## config.mk

```make
export PLATFORM = sky130hd
export DESIGN_NAME = control_unit
export DESIGN_NICKNAME = d
export VERILOG_FILES = /design/src/rtl/cpu_pkg.sv /design/src/rtl/cu_decode.sv /design/src/rtl/control_unit.sv
export SDC_FILE = /design/constraint.sdc
export NUM_CORES = 1
export LEC_CHECK = 0
export ABC_CLOCK_PERIOD_IN_PS = 2750
export CAP_MARGIN = 5
export CORE_MARGIN = 4
export CORE_UTILIZATION = 33
export CTS_BUF_LIST = sky130_fd_sc_hd__clkbuf_16
export DETAILED_ROUTE_END_ITERATION = 16
export GPL_ROUTABILITY_DRIVEN = 0
export PLACE_DENSITY = 0.93
export SLEW_MARGIN = 20
export SYNTH_ARGS = -nofsm -noshare
export SYNTH_HDL_FRONTEND = slang
export SYNTH_SLANG_ARGS = --single-unit
```

## constraint.sdc

```tcl
create_clock -name clk -period 2.75 [get_ports clk]
set_input_delay 0.55 -clock clk [delete_from_list [all_inputs] [get_ports clk]]
set_output_delay 0.55 -clock clk [all_outputs]
set_load 0.02 [all_outputs]
```

## src/rtl/cpu_pkg.sv

```systemverilog
// rtl/cpu_pkg.sv - opcode constants, FSM state encoding, instruction classes and control word for control_unit
// Contents: OP_* opcode values (ir[31:27]), state_t, class_t, ALU one-hot bit positions, ctrl_t.
package cpu_pkg;

  localparam logic [4:0] OP_ADD  = 5'b00011;
  localparam logic [4:0] OP_SUB  = 5'b00100;
  localparam logic [4:0] OP_AND  = 5'b00101;
  localparam logic [4:0] OP_OR   = 5'b00110;
  localparam logic [4:0] OP_ROR  = 5'b00111;
  localparam logic [4:0] OP_ROL  = 5'b01000;
  localparam logic [4:0] OP_SHR  = 5'b01001;
  localparam logic [4:0] OP_SHRA = 5'b01010;
  localparam logic [4:0] OP_SHL  = 5'b01011;
  localparam logic [4:0] OP_ADDI = 5'b01100;
  localparam logic [4:0] OP_ANDI = 5'b01101;
  localparam logic [4:0] OP_ORI  = 5'b01110;
  localparam logic [4:0] OP_DIV  = 5'b01111;
  localparam logic [4:0] OP_MUL  = 5'b10000;
  localparam logic [4:0] OP_NEG  = 5'b10001;
  localparam logic [4:0] OP_NOT  = 5'b10010;
  localparam logic [4:0] OP_NOP  = 5'b11010;
  localparam logic [4:0] OP_HALT = 5'b11011;

  typedef enum logic [3:0] {
    ST_RST  = 4'd0,
    ST_T0   = 4'd1,
    ST_T1   = 4'd2,
    ST_T2   = 4'd3,
    ST_T3   = 4'd4,
    ST_T4   = 4'd5,
    ST_T5   = 4'd6,
    ST_T6   = 4'd7,
    ST_HALT = 4'd8
  } state_t;

  // Instruction classes; each class shares one micro-sequence shape.
  typedef enum logic [2:0] {
    CLS_NONE   = 3'd0,  // undecoded opcode
    CLS_RTYPE  = 3'd1,
    CLS_IMM    = 3'd2,
    CLS_MULDIV = 3'd3,
    CLS_UNARY  = 3'd4,
    CLS_NOP    = 3'd5,
    CLS_HALT   = 3'd6
  } class_t;

  // Bit positions inside the one-hot ALU op vector.
  localparam int ALU_W    = 13;
  localparam int ALU_AND  = 0;
  localparam int ALU_OR   = 1;
  localparam int ALU_ADD  = 2;
  localparam int ALU_SUB  = 3;
  localparam int ALU_MUL  = 4;
  localparam int ALU_DIV  = 5;
  localparam int ALU_SHR  = 6;
  localparam int ALU_SHRA = 7;
  localparam int ALU_SHL  = 8;
  localparam int ALU_ROR  = 9;
  localparam int ALU_ROL  = 10;
  localparam int ALU_NEG  = 11;
  localparam int ALU_NOT  = 12;

  typedef struct packed {
    logic             run;
    logic             pc_out;
    logic             mdr_out;
    logic             zhigh_out;
    logic             zlow_out;
    logic             c_out;
    logic             pc_in;
    logic             ir_in;
    logic             mar_in;
    logic             mdr_in;
    logic             y_in;
    logic             z_in;
    logic             hi_in;
    logic             lo_in;
    logic             read;
    logic             inc_pc;
    logic             gra;
    logic             grb;
    logic             grc;
    logic             r_in;
    logic             r_out;
    logic [ALU_W-1:0] alu;
  } ctrl_t;

endpackage

```

## src/rtl/cu_decode.sv

```systemverilog
// rtl/cu_decode.sv - combinational opcode decoder: instruction class plus one-hot ALU op
// Ports: i_opcode (ir[31:27]) in; o_class (class_t encoding) out; o_alu (one-hot, ALU_* positions) out.
module cu_decode
  import cpu_pkg::*;
(
  input  logic [4:0]       i_opcode,
  output logic [2:0]       o_class,
  output logic [ALU_W-1:0] o_alu
);

  always_comb begin
    o_class = CLS_NONE;
    o_alu   = '0;
    case (i_opcode)
      OP_ADD:  begin o_class = CLS_RTYPE;  o_alu[ALU_ADD]  = 1'b1; end
      OP_SUB:  begin o_class = CLS_RTYPE;  o_alu[ALU_SUB]  = 1'b1; end
      OP_AND:  begin o_class = CLS_RTYPE;  o_alu[ALU_AND]  = 1'b1; end
      OP_OR:   begin o_class = CLS_RTYPE;  o_alu[ALU_OR]   = 1'b1; end
      OP_ROR:  begin o_class = CLS_RTYPE;  o_alu[ALU_ROR]  = 1'b1; end
      OP_ROL:  begin o_class = CLS_RTYPE;  o_alu[ALU_ROL]  = 1'b1; end
      OP_SHR:  begin o_class = CLS_RTYPE;  o_alu[ALU_SHR]  = 1'b1; end
      OP_SHRA: begin o_class = CLS_RTYPE;  o_alu[ALU_SHRA] = 1'b1; end
      OP_SHL:  begin o_class = CLS_RTYPE;  o_alu[ALU_SHL]  = 1'b1; end
      // Immediates reuse the plain logic/arith ops with the constant on the bus.
      OP_ADDI: begin o_class = CLS_IMM;    o_alu[ALU_ADD]  = 1'b1; end
      OP_ANDI: begin o_class = CLS_IMM;    o_alu[ALU_AND]  = 1'b1; end
      OP_ORI:  begin o_class = CLS_IMM;    o_alu[ALU_OR]   = 1'b1; end
      OP_DIV:  begin o_class = CLS_MULDIV; o_alu[ALU_DIV]  = 1'b1; end
      OP_MUL:  begin o_class = CLS_MULDIV; o_alu[ALU_MUL]  = 1'b1; end
      OP_NEG:  begin o_class = CLS_UNARY;  o_alu[ALU_NEG]  = 1'b1; end
      OP_NOT:  begin o_class = CLS_UNARY;  o_alu[ALU_NOT]  = 1'b1; end
      OP_NOP:  o_class = CLS_NOP;
      OP_HALT: o_class = CLS_HALT;
      default: o_class = CLS_NONE;
    endcase
  end

endmodule

```

## src/rtl/control_unit.sv

```systemverilog
// rtl/control_unit.sv - hardwired multi-cycle CPU control unit (fetch T0-T2, execute T3-T6, HALT)
// Inputs: clk; reset (sync, active-low); ir[31:0] (opcode ir[31:27]); stop (halt after current instruction).
// Outputs: bus drives PCout MDRout Zhighout Zlowout Cout; loads PCin IRin MARin MDRin Yin Zin HIin LOin;
//          Read IncPC; register file Gra Grb Grc Rin Rout; one-hot ALU op AND..NOT; run.
// Build option: define CU_ILLEGAL_HALT_EN to halt on an undecoded opcode at T3 (otherwise it acts as nop).
module control_unit
  import cpu_pkg::*;
(
  input  logic        clk,
  input  logic        reset,
  input  logic [31:0] ir,
  input  logic        stop,
  output logic        PCout,
  output logic        MDRout,
  output logic        Zhighout,
  output logic        Zlowout,
  output logic        Cout,
  output logic        PCin,
  output logic        IRin,
  output logic        MARin,
  output logic        MDRin,
  output logic        Yin,
  output logic        Zin,
  output logic        HIin,
  output logic        LOin,
  output logic        Read,
  output logic        IncPC,
  output logic        Gra,
  output logic        Grb,
  output logic        Grc,
  output logic        Rin,
  output logic        Rout,
  output logic        AND,
  output logic        OR,
  output logic        ADD,
  output logic        SUB,
  output logic        MUL,
  output logic        DIV,
  output logic        SHR,
  output logic        SHRA,
  output logic        SHL,
  output logic        ROR,
  output logic        ROL,
  output logic        NEG,
  output logic        NOT,
  output logic        run
);

  state_t           r_state;
  state_t           w_next;
  state_t           w_fin;
  logic [2:0]       w_class_raw;
  class_t           w_class;
  logic [ALU_W-1:0] w_alu;
  logic             w_t2_last_stop;
  logic             w_unused_ir;
  ctrl_t            w_ctrl;

  cu_decode u_decode (
    .i_opcode (ir[31:27]),
    .o_class  (w_class_raw),
    .o_alu    (w_alu)
  );

  assign w_class     = class_t'(w_class_raw);
  assign w_unused_ir = ^ir[26:0];

  // Successor of the last state of any instruction: stop is only looked at here.
  assign w_fin = stop ? ST_HALT : ST_T0;

  // nop/halt end in T2; a stop seen there must not let IR/MDR load the next word.
  assign w_t2_last_stop = (r_state == ST_T2) && stop &&
                          ((w_class == CLS_NOP) || (w_class == CLS_HALT));

  always_ff @(posedge clk) begin
    if (!reset) begin
      r_state <= ST_RST;
    end else begin
      r_state <= w_next;
    end
  end

  always_comb begin
    w_next = r_state;
    case (r_state)
      ST_RST: w_next = ST_T0;
      ST_T0:  w_next = ST_T1;
      ST_T1:  w_next = ST_T2;
      ST_T2: begin
        case (w_class)
          CLS_NOP:  w_next = w_fin;
          CLS_HALT: w_next = ST_HALT;
          default:  w_next = ST_T3;
        endcase
      end
      ST_T3: begin
        case (w_class)
          CLS_RTYPE, CLS_IMM, CLS_MULDIV, CLS_UNARY: w_next = ST_T4;
          CLS_HALT: w_next = ST_HALT;
`ifdef CU_ILLEGAL_HALT_EN
          CLS_NONE: w_next = ST_HALT;
`else
          CLS_NONE: w_next = w_fin;
`endif
          default:  w_next = w_fin;
        endcase
      end
      ST_T4: begin
        case (w_class)
          CLS_RTYPE, CLS_IMM, CLS_MULDIV: w_next = ST_T5;
          default: w_next = w_fin;
        endcase
      end
      ST_T5: begin
        if (w_class == CLS_MULDIV) begin
          w_next = ST_T6;
        end else begin
          w_next = w_fin;
        end
      end
      ST_T6:   w_next = w_fin;
      ST_HALT: w_next = ST_HALT;
      default: w_next = ST_RST;
    endcase
  end

  always_comb begin
    w_ctrl = '0;
    case (r_state)
      ST_T0: begin
        w_ctrl.run    = 1'b1;
        w_ctrl.inc_pc = 1'b1;
        w_ctrl.mar_in = 1'b1;
        w_ctrl.pc_in  = 1'b1;
      end
      ST_T1: begin
        w_ctrl.run    = 1'b1;
        w_ctrl.read   = 1'b1;
        w_ctrl.mdr_in = 1'b1;
      end
      ST_T2: begin
        w_ctrl.run     = 1'b1;
        w_ctrl.read    = 1'b1;
        w_ctrl.mdr_out = 1'b1;
        if (!w_t2_last_stop) begin
          w_ctrl.mdr_in = 1'b1;
          w_ctrl.ir_in  = 1'b1;
        end
      end
      ST_T3: begin
        w_ctrl.run = 1'b1;
        case (w_class)
          CLS_RTYPE, CLS_IMM: begin
            w_ctrl.grb   = 1'b1;
            w_ctrl.r_out = 1'b1;
            w_ctrl.y_in  = 1'b1;
          end
          CLS_MULDIV: begin
            w_ctrl.gra   = 1'b1;
            w_ctrl.r_out = 1'b1;
            w_ctrl.y_in  = 1'b1;
          end
          CLS_UNARY: begin
            w_ctrl.grb   = 1'b1;
            w_ctrl.r_out = 1'b1;
            w_ctrl.alu   = w_alu;
            w_ctrl.z_in  = 1'b1;
          end
          default: ;
        endcase
      end
      ST_T4: begin
        w_ctrl.run = 1'b1;
        case (w_class)
          CLS_RTYPE: begin
            w_ctrl.grc   = 1'b1;
            w_ctrl.r_out = 1'b1;
            w_ctrl.alu   = w_alu;
            w_ctrl.z_in  = 1'b1;
          end
          CLS_IMM: begin
            w_ctrl.c_out = 1'b1;
            w_ctrl.alu   = w_alu;
            w_ctrl.z_in  = 1'b1;
          end
          CLS_MULDIV: begin
            w_ctrl.grb   = 1'b1;
            w_ctrl.r_out = 1'b1;
            w_ctrl.alu   = w_alu;
            w_ctrl.z_in  = 1'b1;
          end
          CLS_UNARY: begin
            w_ctrl.zlow_out = 1'b1;
            w_ctrl.gra      = 1'b1;
            w_ctrl.r_in     = 1'b1;
          end
          default: ;
        endcase
      end
      ST_T5: begin
        w_ctrl.run = 1'b1;
        case (w_class)
          CLS_RTYPE, CLS_IMM: begin
            w_ctrl.zlow_out = 1'b1;
            w_ctrl.gra      = 1'b1;
            w_ctrl.r_in     = 1'b1;
          end
          CLS_MULDIV: begin
            w_ctrl.zlow_out = 1'b1;
            w_ctrl.lo_in    = 1'b1;
          end
          default: ;
        endcase
      end
      ST_T6: begin
        w_ctrl.run = 1'b1;
        if (w_class == CLS_MULDIV) begin
          w_ctrl.zhigh_out = 1'b1;
          w_ctrl.hi_in     = 1'b1;
        end
      end
      default: ;
    endcase
  end

  assign run      = w_ctrl.run;
  assign PCout    = w_ctrl.pc_out;
  assign MDRout   = w_ctrl.mdr_out;
  assign Zhighout = w_ctrl.zhigh_out;
  assign Zlowout  = w_ctrl.zlow_out;
  assign Cout     = w_ctrl.c_out;
  assign PCin     = w_ctrl.pc_in;
  assign IRin     = w_ctrl.ir_in;
  assign MARin    = w_ctrl.mar_in;
  assign MDRin    = w_ctrl.mdr_in;
  assign Yin      = w_ctrl.y_in;
  assign Zin      = w_ctrl.z_in;
  assign HIin     = w_ctrl.hi_in;
  assign LOin     = w_ctrl.lo_in;
  assign Read     = w_ctrl.read;
  assign IncPC    = w_ctrl.inc_pc;
  assign Gra      = w_ctrl.gra;
  assign Grb      = w_ctrl.grb;
  assign Grc      = w_ctrl.grc;
  assign Rin      = w_ctrl.r_in;
  assign Rout     = w_ctrl.r_out;
  assign AND      = w_ctrl.alu[ALU_AND];
  assign OR       = w_ctrl.alu[ALU_OR];
  assign ADD      = w_ctrl.alu[ALU_ADD];
  assign SUB      = w_ctrl.alu[ALU_SUB];
  assign MUL      = w_ctrl.alu[ALU_MUL];
  assign DIV      = w_ctrl.alu[ALU_DIV];
  assign SHR      = w_ctrl.alu[ALU_SHR];
  assign SHRA     = w_ctrl.alu[ALU_SHRA];
  assign SHL      = w_ctrl.alu[ALU_SHL];
  assign ROR      = w_ctrl.alu[ALU_ROR];
  assign ROL      = w_ctrl.alu[ALU_ROL];
  assign NEG      = w_ctrl.alu[ALU_NEG];
  assign NOT      = w_ctrl.alu[ALU_NOT];

endmodule
```

==> summary.md, run 1 <==
| Metric | Value |
|---|---|
| Outcome | `complete, no violations` |
| Final ANT Viol Nets | `0` |
| Die width | `58.96 um` |
| Clock power frac | `41.9%` |
| Power per cell area | `360.4 mW/mm^2` |
| Die area | `0.003476 mm^2` |
| Post-synthesis adder-cell area fraction | `1.168%` |
| Area delta synth->final | `77.96%` |
| Count of final setup violators | `0` |
| Reg area | `80.08 um^2` |
| Post-synthesis mux area share | `1.168%` |
| R2R setup slack | `1.09 ns` |
| Mapped cell area | `857.1 um^2` |
| Syn_nets | `168` |
| Biggest regs | `r_state x4` |
| Final hold violations | `0` |
| Register bit total from synthesis | `4` |
| Largest net degree at the start of global routing | `18` |
| Largest cells by area after synthesis | `dfxtp_1 (9.3%), nor2_1 (7.0%), nand2b_1 (5.8%)` |
| # IOs | `69` |
| Initial antenna violation count | `0` |
| Commonest non-fill, non-tap cell in the layout | `buf_4` |
| Post-synth top area cell | `dfxtp_1` |
| Core Rows | `18` |
| Simple-gate share of the synthesized area | `48.47%` |
| Final setup margin | `0.2334 ns` |
| Residual DRC | `0` |
| Dpl ws | `-0.5779 ns` |
| Kind of critical path | `flop to output port` |
| CTS buffer count | `3` |
| Synth Area in Compound Gates | `26.86%` |
| Port Buffers | `40` |
| Area post-placement | `0.001406 mm^2` |
| Critical path arrival | `1.97 ns` |
| Period Utilization, post-route | `91.51%` |
| Post-layout util | `61.57%` |
| Share of layout cells above drive strength 1 | `31.58%` |
| Max clock buf depth | `2` |
| Clock Tree Root | `clkbuf_16` |
| Die height | `58.96 um` |
| Vias in the first global route | `1182` |
| DR vias | `1241` |
| GR Overflow Total | `0` |
| Initial DRT Pass Iterations | `4` |
| Hold WC Path Type | `flop to flop` |
| Max reg flops | `4` |
| Int Pwr | `362.3 uW` |
| Crit. End Element | `output port` |
| CTS Hold Bufs | `0` |
| XOR/XNOR Fraction of Synth Area | `0%` |
| Largest Register | `r_state` |
| H-tree depth | `1` |
| Area occupied by multi-input gates | `724.4 um^2` |
| Switch share | `34.09%` |
| Async set or reset register ratio after synthesis | `0%` |
| Max-cap violations | `0` |
| Most frequent cells in the layout | `buf_4 (30), nor2_1 (15), dlygate4sd2_1 (14)` |
| Psw | `187.4 uW` |
| GR Util All Layers | `18.57%` |
| Yosys warnings | `0` |
| Starting Density | `34.60%` |
| Hold WS | `0.6990 ns` |
| Yosys cell types | `44` |
| Synth top area share | `9.343%` |
| EDFF count, synth | `0` |
| Flop pwr share | `13.8%` |
| Largest family of logic cells by synthesized area | `simple AND/OR/NAND/NOR gates` |
| Initial DRC Count | `32` |
| Layout Nets | `227` |
| Max Freq | `397.4 MHz` |
| First-pass GRT wire length | `5085 um` |
| Combinational Power Share | `44.3%` |
| Post-Synthesis Cells | `133` |
| DR vias/cell | `5.641` |
| Total Wirelength | `3300 um` |
| Fillers | `233` |
| RSZ-0062 raised after global routing | `false` |
| Post-DP HPWL | `2415 um` |
| Fin. max-slew vios | `0` |
| Peak supply drop | `0.0003243 V` |
| Clock slew at reported path FFs | `0.03 ns` |
| Worst-Skew Late Latency | `0.23 ns` |
| Average size of a mapped cell | `6.444 um^2` |
| Seq/Total Area, Yosys | `9.343%` |
| Core Box Area | `0.002477 mm^2` |
| Worst Skew | `0.003613 ns` |
| Critical path launch point type | `flop` |
| Design area | `0.001525 mm^2` |
| Routed len/inst | `15.00 um` |
| Worst Path Required | `2.20 ns` |
| CTS tree | `yes` |
| Ant diodes | `0` |
| Top FF cell, synth | `dfxtp_1` |
| Clock sinks | `4` |
| Minimum clock period | `2.517 ns` |
| CP Max Fanout | `12` |
| Leak pwr | `0.6939 nW` |
==> worst max-delay path, cell delays in order (launching register included) <==
cell and delay, ns:
dfxtp_1 0.42, nand2b_1 0.21, buf_4 0.16, nor3_1 0.27, clkdlybuf4s50_1 0.67
==> synth_stat cells, types with 3 or more instances <==
master,n
nor2_1,16
nand2_1,10
nor3_1,10
nand2b_1,8
nor2b_1,8
clkbuf_1,6
a21oi_1,5
buf_2,5
buf_4,5
a31oi_1,4
dfxtp_1,4
nand3_1,4
o221ai_1,4
and3_1,3
inv_1,3
nand4_1,3
==> cell families after synthesis <==
logic type / count (synthesis)
AOI/OAI and AO/OA: 30
adders and majority gates: 1
buffers and inverters: 20
DFF: 4
muxes: 1
other: 1
and+or+nand+nor: 76
==> stage by stage <==
stage,std cells,TNS [ns],power (mW)
finish,220,0,0.5498
detailed placement,213,-8.467,0.3052
global route,220,0,0.5720
CTS,217,-0.2217,0.5373
floorplan,133,0,0.2120
global placement,213,-7.821,0.2995
==> power by group through the flow <==
stage | sequential [mW] | clock (mW) | combinational (mW)
after CTS | 0.0755 | 0.232 | 0.230
final | 0.0761 | 0.230 | 0.244
after detailed placement | 0.0760 | 0 | 0.229
after floorplan | 0.0691 | 0 | 0.143
after global placement | 0.0752 | 0 | 0.224
after global routing | 0.0770 | 0.233 | 0.262
==> final cells by class <==
cell class,instances,share of cell area [%]
sequential,4,5.250
timing repair buffer,71,39.13
clock buffer,3,4.922
tap,30,2.461
multi-input combinational,109,47.50
inverter,3,0.7383
==> final timing paths <==
path,startpoint,end,depth (start not counted)
worst max-delay path,r_state[1],MARin,4
worst min register to register,r_state[2],r_state[0],3
worst max register to register,r_state[0],r_state[3],5
worst min-delay path,r_state[2],r_state[0],3
==> repair_timing <==
action,4_1_cts,5_1_grt
endpoints found under the setup margin,26,16
pin swaps,1,4
cloned,0,2
setup buffers,1,1
gates resized for setup,74,18
==> routing by layer <==
layer | global-route usage (%) | share of wire, % | up-vias
met4 | 10.36 | 3.7 | 0
met1 | 23.25 | 42 | 562
li1 | - | - | 595
met3 | 3.947 | 7.5 | 12
met5 | 0 | 0 | -
met2 | 29.34 | 47 | 72
No activity file was read; power rests on OpenSTA's default activity.
==> inputs of run 2 (changes only) <==
--- a/config.mk
+++ b/config.mk
@@ -8,12 +8,14 @@
 export ABC_CLOCK_PERIOD_IN_PS = 2750
 export CAP_MARGIN = 5
 export CORE_MARGIN = 4
-export CORE_UTILIZATION = 33
+export CORE_UTILIZATION = 36
 export CTS_BUF_LIST = sky130_fd_sc_hd__clkbuf_16
 export DETAILED_ROUTE_END_ITERATION = 16
 export GPL_ROUTABILITY_DRIVEN = 0
-export PLACE_DENSITY = 0.93
+export GPL_TIMING_DRIVEN = 1
+export PLACE_DENSITY = 0.94
 export SLEW_MARGIN = 20
 export SYNTH_ARGS = -nofsm -noshare
 export SYNTH_HDL_FRONTEND = slang
+export SYNTH_HIERARCHICAL = 1
 export SYNTH_SLANG_ARGS = --single-unit
==> summary.md, run 2 <==
| Metric | Value |
|---|---|
| RSZ-0062 raised after global routing | `true (was false)` |
| Layout Nets | `272 (was 227)` |
| Max Freq | `348.1 MHz (was 397.4 MHz)` |
| R2R depth | `5 (unchanged)` |
| H-tree depth | `1 (unchanged)` |
| Crit path depth | `9 (was 4)` |
| First-pass GRT wire length | `6624 um (was 5085 um)` |
| # IOs | `69 (unchanged)` |
| Hold WC Path Type | `flop to flop (unchanged)` |
| Ant diodes | `0 (unchanged)` |
| Seq/Total Area, Yosys | `7.911% (was 9.343%)` |
| Worst-Skew Late Latency | `0.22 ns (was 0.23 ns)` |
| Most frequent cells after synthesis | `nor2_1 (19), and3_1 (13), buf_2 (9), nand2_1 (9), a21oi_1 (7) (was nor2_1 (16), nand2_1 (10), nor3_1 (10))` |
| Syn_nets | `189 (was 168)` |
| Placed insts | `248 (was 213)` |
| Critical path arrival | `2.32 ns (was 1.97 ns)` |
| GR Overflow Total | `0 (unchanged)` |
| Peak supply drop | `0.0007572 V (was 0.0003243 V)` |
| Power per cell area | `371.4 mW/mm^2 (was 360.4 mW/mm^2)` |
| Crit-path cells | `buf_8 > buf_4 > nand2b_1 > o21ai_2 > or3_4 > nor4b_4 > o21bai_4 > and3_4 > buf_4 (was nand2b_1 > buf_4 > nor3_1 > clkdlybuf4s50_1)` |
| Most frequent cells in the layout | `buf_4 (58), buf_6 (20), nor2_1 (18) (was buf_4 (30), nor2_1 (15), dlygate4sd2_1 (14))` |
| Count of final setup violators | `21 (was 0)` |
| Dpl ws | `-1.117 ns (was -0.5779 ns)` |
| Register bit total from synthesis | `4 (unchanged)` |
| Area delta synth->final | `99.75% (was 77.96%)` |
| Top FF cell, synth | `dfxtp_1 (unchanged)` |
| Routed len/inst | `16.35 um (was 15.00 um)` |
| Initial DRT Pass Iterations | `6 (was 4)` |
| Die area | `0.003724 mm^2 (was 0.003476 mm^2)` |
| Vias in the first global route | `1428 (was 1182)` |
| Average size of a mapped cell | `6.573 um^2 (was 6.444 um^2)` |
| Max-cap violations | `0 (unchanged)` |
| Critical path launch point type | `primary input (was flop)` |
| GR Util All Layers | `23.30% (was 18.57%)` |
| Layout Cells excl Fill | `265 (was 220)` |
| Crit path max-delay cell type | `or3_4 (was clkdlybuf4s50_1)` |
| Die width | `61.03 um (was 58.96 um)` |
| Die height | `61.03 um (was 58.96 um)` |
| Crit-path max cell delay | `0.42 ns (was 0.67 ns)` |
| Area post-placement | `0.001679 mm^2 (was 0.001406 mm^2)` |
| Minimum clock period | `2.873 ns (was 2.517 ns)` |
| Post-DP HPWL | `2659 um (was 2415 um)` |
| Most common cell in the netlist | `nor2_1 (unchanged)` |
| Clock slew at reported path FFs | `0.03 ns (about the same)` |
| Final ANT Viol Nets | `0 (unchanged)` |
| Delay-heaviest family, CP | `simple AND/OR/NAND/NOR gates (was buffers and inverters)` |
| Commonest non-fill, non-tap cell in the layout | `buf_4 (unchanged)` |
| Biggest regs | `r_state x4 (unchanged)` |
| Starting Density | `39.42% (was 34.60%)` |
| Largest Register | `r_state (unchanged)` |
| Yosys warnings | `6 (was 0)` |
| Final setup margin | `-0.1227 ns (was 0.2334 ns)` |
| Failing checks | `negative setup slack` |
| Design area | `0.002022 mm^2 (was 0.001525 mm^2)` |
| Core Box Area | `0.002567 mm^2 (was 0.002477 mm^2)` |
| CP Max Fanout | `7 (was 12)` |
| Max clock buf depth | `2 (unchanged)` |
| Async set or reset register ratio after synthesis | `0% (unchanged)` |
| Total power | `750.9 uW (was 549.8 uW)` |
| Post-Synthesis Cells | `154 (was 133)` |
| Worst hold path depth | `2 (was 3)` |
| CTS tree | `yes (unchanged)` |
| Worst Skew | `0.001649 ns (was 0.003613 ns)` |
| Total Wirelength | `4333 um (was 3300 um)` |
| Residual DRC | `0 (unchanged)` |
| Port Buffers | `40 (unchanged)` |
| DR vias/cell | `5.766 (was 5.641)` |
| CTS Hold Bufs | `0 (unchanged)` |
| Initial DRC Count | `91 (was 32)` |
| Most used cell, CP | `buf_4` |
| CTS buffer count | `3 (unchanged)` |
| EDFF count, synth | `0 (unchanged)` |
| Largest cells by area after synthesis | `and3_1 (8.0%), dfxtp_1 (7.9%), nor2_1 (7.0%) (was dfxtp_1 (9.3%), nor2_1 (7.0%), nand2b_1 (5.8%))` |
| Leak pwr | `0.9098 nW (was 0.6939 nW)` |
| Bufs and invs on worst path | `3 (was 2)` |
| Initial antenna violation count | `0 (unchanged)` |
| Clock Tree Root | `clkbuf_16 (unchanged)` |
| Kind of critical path | `primary input to output port (was flop to output port)` |
| Post-synth top area cell | `and3_1 (was dfxtp_1)` |
| Final hold violations | `0 (unchanged)` |
| Hold WS | `0.6249 ns (was 0.6990 ns)` |
| Synth top area share | `8.035% (was 9.343%)` |
| Fin. max-slew vios | `0 (unchanged)` |
| Worst Path Required | `2.20 ns (about the same)` |
| Core Rows | `18 (unchanged)` |
| Largest net degree at the start of global routing | `17 (was 18)` |
| Max reg flops | `4 (unchanged)` |
| DR vias | `1528 (was 1241)` |
| Yosys cell types | `53 (was 44)` |
| Share of layout cells above drive strength 1 | `55.32% (was 31.58%)` |
| Clock sinks | `4 (unchanged)` |
| Outcome | `finished with violations (was complete, no violations)` |
| Mapped cell area | `0.001012 mm^2 (was 857.1 um^2)` |
| Period Utilization, post-route | `104.5% (was 91.51%)` |
| Crit. End Element | `output port (unchanged)` |
-- run 2: cell families (layout without fill, tap and decap cells) --
kind of cell	Yosys count	count (layout)	synth area share, %
other	1	1	0.3705
DFF	4	4	7.911
and+or+nand+nor	87	87	52.91
xor gates and xnor gates	3	3	2.596
buffers and inverters	25	105	13.72
AOI/OAI and AO/OA	34	35	22.50
-- run 2: final cells by class --
cell class / instances / area, um^2
Multi-Input combinational cell: 126 / 987.2
Clock buffer: 3 / 75.07
Sequential cell: 4 / 80.08
Fill cell: 179 / 545.5
Tap cell: 30 / 37.54
Timing Repair Buffer: 95 / 815.8
Inverter: 7 / 26.28
-- run 2: tightest hold or removal path, stage by stage (launching register included) --
cell      delay (ns)
dfxtp_1         0.32
buf_4           0.17
a221oi_1        0.08
-- run 2: where the power goes --
part | total (mW) | switching, mW | internal [mW]
Combinational | 0.442 | 0.235 | 0.207
Sequential | 0.0826 | 0.0157 | 0.0670
Clock | 0.226 | 0.0403 | 0.186
-- run 2: stage by stage --
step	utilization (%)	setup TNS, ns
final	78.75	-1.883
after global routing	78.75	-3.034
after CTS	74.42	-0.3104
after detailed placement	65.40	-27.73
after global placement	65.40	-24.60
after floorplan	-	0
-- run 2: worst paths after layout --
check / startpoint / end / slack, ns
max: ir[31] / ROR / -0.12
min reg2reg: r_state[2] / r_state[1] / 0.62
min: r_state[2] / r_state[1] / 0.62
max reg2reg: r_state[0] / r_state[3] / 1.14
-- run 2: metal layers --
layer	GRT usage, %	vias to the layer above	wire length (um)	part of all wire [%]
met1	26.84	700	1582	37
met4	8.359	0	173	4.0
met2	41.54	95	2190	51
met3	5.660	22	387	8.9
met5	0	-	0	0
li1	-	711	-	-
-- run 2: what timing repair did --
| item | 4_1_cts | 5_1_grt |
|---|---|---|
| cloned | 1 | 0 |
| buffers inserted | 7 | 6 |
| setup endpoints to repair | 29 | 27 |
| resized for setup | 188 | 32 |
| pin swaps | 14 | 4 |
==> inputs of run 3 (changes only) <==
--- a/config.mk
+++ b/config.mk
@@ -7,9 +7,9 @@
 export LEC_CHECK = 0
 export ABC_CLOCK_PERIOD_IN_PS = 2750
 export CAP_MARGIN = 5
-export CORE_MARGIN = 4
 export CORE_UTILIZATION = 36
 export CTS_BUF_LIST = sky130_fd_sc_hd__clkbuf_16
+export CTS_CLUSTER_SIZE = 25
 export DETAILED_ROUTE_END_ITERATION = 16
 export GPL_ROUTABILITY_DRIVEN = 0
 export GPL_TIMING_DRIVEN = 1
==> summary.md, run 3 (synthesis gave the netlist of run 2 again) <==
| Metric | Value |
|---|---|
| Design area | `0.001979 mm^2 (was 0.002022 mm^2)` |
| Initial DRC Count | `37 (was 91)` |
| Hold WC Path Type | `flop to flop (unchanged)` |
| Clock sinks | `4 (unchanged)` |
| Worst Skew | `0.005517 ns (was 0.001649 ns)` |
| Final ANT Viol Nets | `0 (unchanged)` |
| DR vias | `1511 (was 1528)` |
| CTS buffer count | `3 (unchanged)` |
| Area post-placement | `0.001664 mm^2 (was 0.001679 mm^2)` |
| Die height | `55.03 um (was 61.03 um)` |
| Die width | `55.03 um (was 61.03 um)` |
| Initial DRT Pass Iterations | `4 (was 6)` |
| Commonest non-fill, non-tap cell in the layout | `buf_4 (unchanged)` |
| Placed insts | `246 (was 248)` |
| Worst Path Required | `2.20 ns (about the same)` |
| Layout Nets | `270 (was 272)` |
| Failing checks | `negative setup slack (unchanged)` |
| Ant diodes | `0 (unchanged)` |
| First-pass GRT wire length | `6127 um (was 6624 um)` |
| Total Wirelength | `4448 um (was 4333 um)` |
| # IOs | `69 (unchanged)` |
| Port Buffers | `40 (unchanged)` |
| Worst-Skew Late Latency | `0.23 ns (was 0.22 ns)` |
| Peak supply drop | `0.0007264 V (was 0.0007572 V)` |
| Critical path launch point type | `primary input (unchanged)` |
| H-tree depth | `1 (unchanged)` |
| GR Overflow Total | `0 (unchanged)` |
| Outcome | `finished with violations (unchanged)` |
| Most frequent cells in the layout | `buf_4 (60), nor2_1 (17), buf_6 (17) (was buf_4 (58), buf_6 (20), nor2_1 (18))` |
| GR Util All Layers | `28.78% (was 23.30%)` |
| Kind of critical path | `primary input to output port (unchanged)` |
| Die area | `0.003028 mm^2 (was 0.003724 mm^2)` |
| Minimum clock period | `2.958 ns (was 2.873 ns)` |
| CP Max Fanout | `6 (was 7)` |
| Max Freq | `338.0 MHz (was 348.1 MHz)` |
| Final setup margin | `-0.2084 ns (was -0.1227 ns)` |
| Largest Register | `r_state (unchanged)` |
| Max-cap violations | `0 (unchanged)` |
| Initial antenna violation count | `0 (unchanged)` |
| Biggest regs | `r_state x4 (unchanged)` |
| DR vias/cell | `5.745 (was 5.766)` |
| Period Utilization, post-route | `107.6% (was 104.5%)` |
| Fin. max-slew vios | `0 (unchanged)` |
| Max clock buf depth | `2 (unchanged)` |
| Clock slew at reported path FFs | `0.04 ns (was 0.03 ns)` |
| Fillers | `184 (was 179)` |
| Routed len/inst | `16.91 um (was 16.35 um)` |
| CTS Hold Bufs | `0 (unchanged)` |
| Largest net degree at the start of global routing | `17 (unchanged)` |
| Core Rows | `18 (unchanged)` |
| Post-layout util | `77.10% (was 78.75%)` |
| Count of final setup violators | `18 (was 21)` |
| Clock Tree Root | `clkbuf_16 (unchanged)` |
| Core Box Area | `0.002567 mm^2 (unchanged)` |
| CTS tree | `yes (unchanged)` |
| Starting Density | `39.42% (unchanged)` |
| Max reg flops | `4 (unchanged)` |
| Vias in the first global route | `1460 (was 1428)` |
| Area delta synth->final | `95.55% (was 99.75%)` |
| Leak pwr | `0.8972 nW (was 0.9098 nW)` |
| Post-DP HPWL | `2538 um (was 2659 um)` |
| Residual DRC | `0 (unchanged)` |
| RSZ-0062 raised after global routing | `true (unchanged)` |
| Power per cell area | `390.2 mW/mm^2 (was 371.4 mW/mm^2)` |
| Share of layout cells above drive strength 1 | `56.65% (was 55.32%)` |
| Crit. End Element | `output port (unchanged)` |
| Critical path arrival | `2.41 ns (was 2.32 ns)` |
| Layout Cells excl Fill | `263 (was 265)` |
| Final hold violations | `0 (unchanged)` |
| Setup TNS | `-1.889 ns (was -1.883 ns)` |
-- run 3: changes by cell type in the layout (fill, tap and decap cells not counted), sizes merged --
cell	delta
clkdlybuf4s15	+1
buf	-3
-- run 3: layout make-up --
type / instances / area (um^2) / share of cell area, %
sequential: 4 / 80.08 / 4.046
timing repair buffer: 93 / 802.0 / 40.52
multi-input combinational: 126 / 958.4 / 48.42
clock buffer: 3 / 75.07 / 3.793
tap: 30 / 37.54 / 1.896
inverter: 7 / 26.28 / 1.327
-- run 3: final timing paths --
| kind | startpoint | endpoint | slack, ns | cells after the start |
|---|---|---|---|---|
| worst max register to register | r_state[0] | r_state[0] | 1.16 | 5 |
| worst max-delay path | ir[28] | OR | -0.21 | 12 |
| worst min register to register | r_state[2] | r_state[1] | 0.62 | 2 |
| worst min-delay path | r_state[2] | r_state[1] | 0.62 | 2 |
-- run 3: layer usage --
| metal | global-route usage, % | part of all wire, % | up-vias |
|---|---|---|---|
| met2 | 57.03 | 54 | 83 |
| met4 | 17.50 | 4.8 | 0 |
| met1 | 25.97 | 36 | 697 |
| met5 | 0 | 0 | - |
| met3 | 6.284 | 5.9 | 22 |
| li1 | - | - | 709 |
-- run 3: critical path, cell delays in order --
cell,delay [ns]
buf_2,0.12
buf_6,0.13
and2_4,0.16
a21oi_2,0.15
o22ai_2,0.10
buf_4,0.17
nor4b_4,0.33
o21bai_4,0.20
buf_6,0.13
buf_6,0.09
and3_4,0.17
buf_6,0.11
-- run 3: repair_timing --
action / CTS / global route
buffers inserted: 7 / 6
setup endpoints to repair: 28 / 30
gates cloned: 1 / 0
gates resized for setup: 173 / 36
pin swaps: 9 / 6
-- run 3: stage by stage --
step	power [mW]	hold WS (ns)	setup slack, ns
floorplan	0.3019	0.5490	0.01736
global placement	0.4339	0.5854	-0.9843
detailed placement	0.4423	0.6045	-1.109
CTS	0.7159	0.6094	-0.1058
global route	0.8019	0.6486	-0.2483
finish	0.7723	0.6226	-0.2084
-- run 3: where the power goes --
| part | internal, mW | switching, mW |
|---|---|---|
| Combinational | 0.212 | 0.240 |
| Sequential | 0.0669 | 0.0147 |
| Clock | 0.187 | 0.0519 |
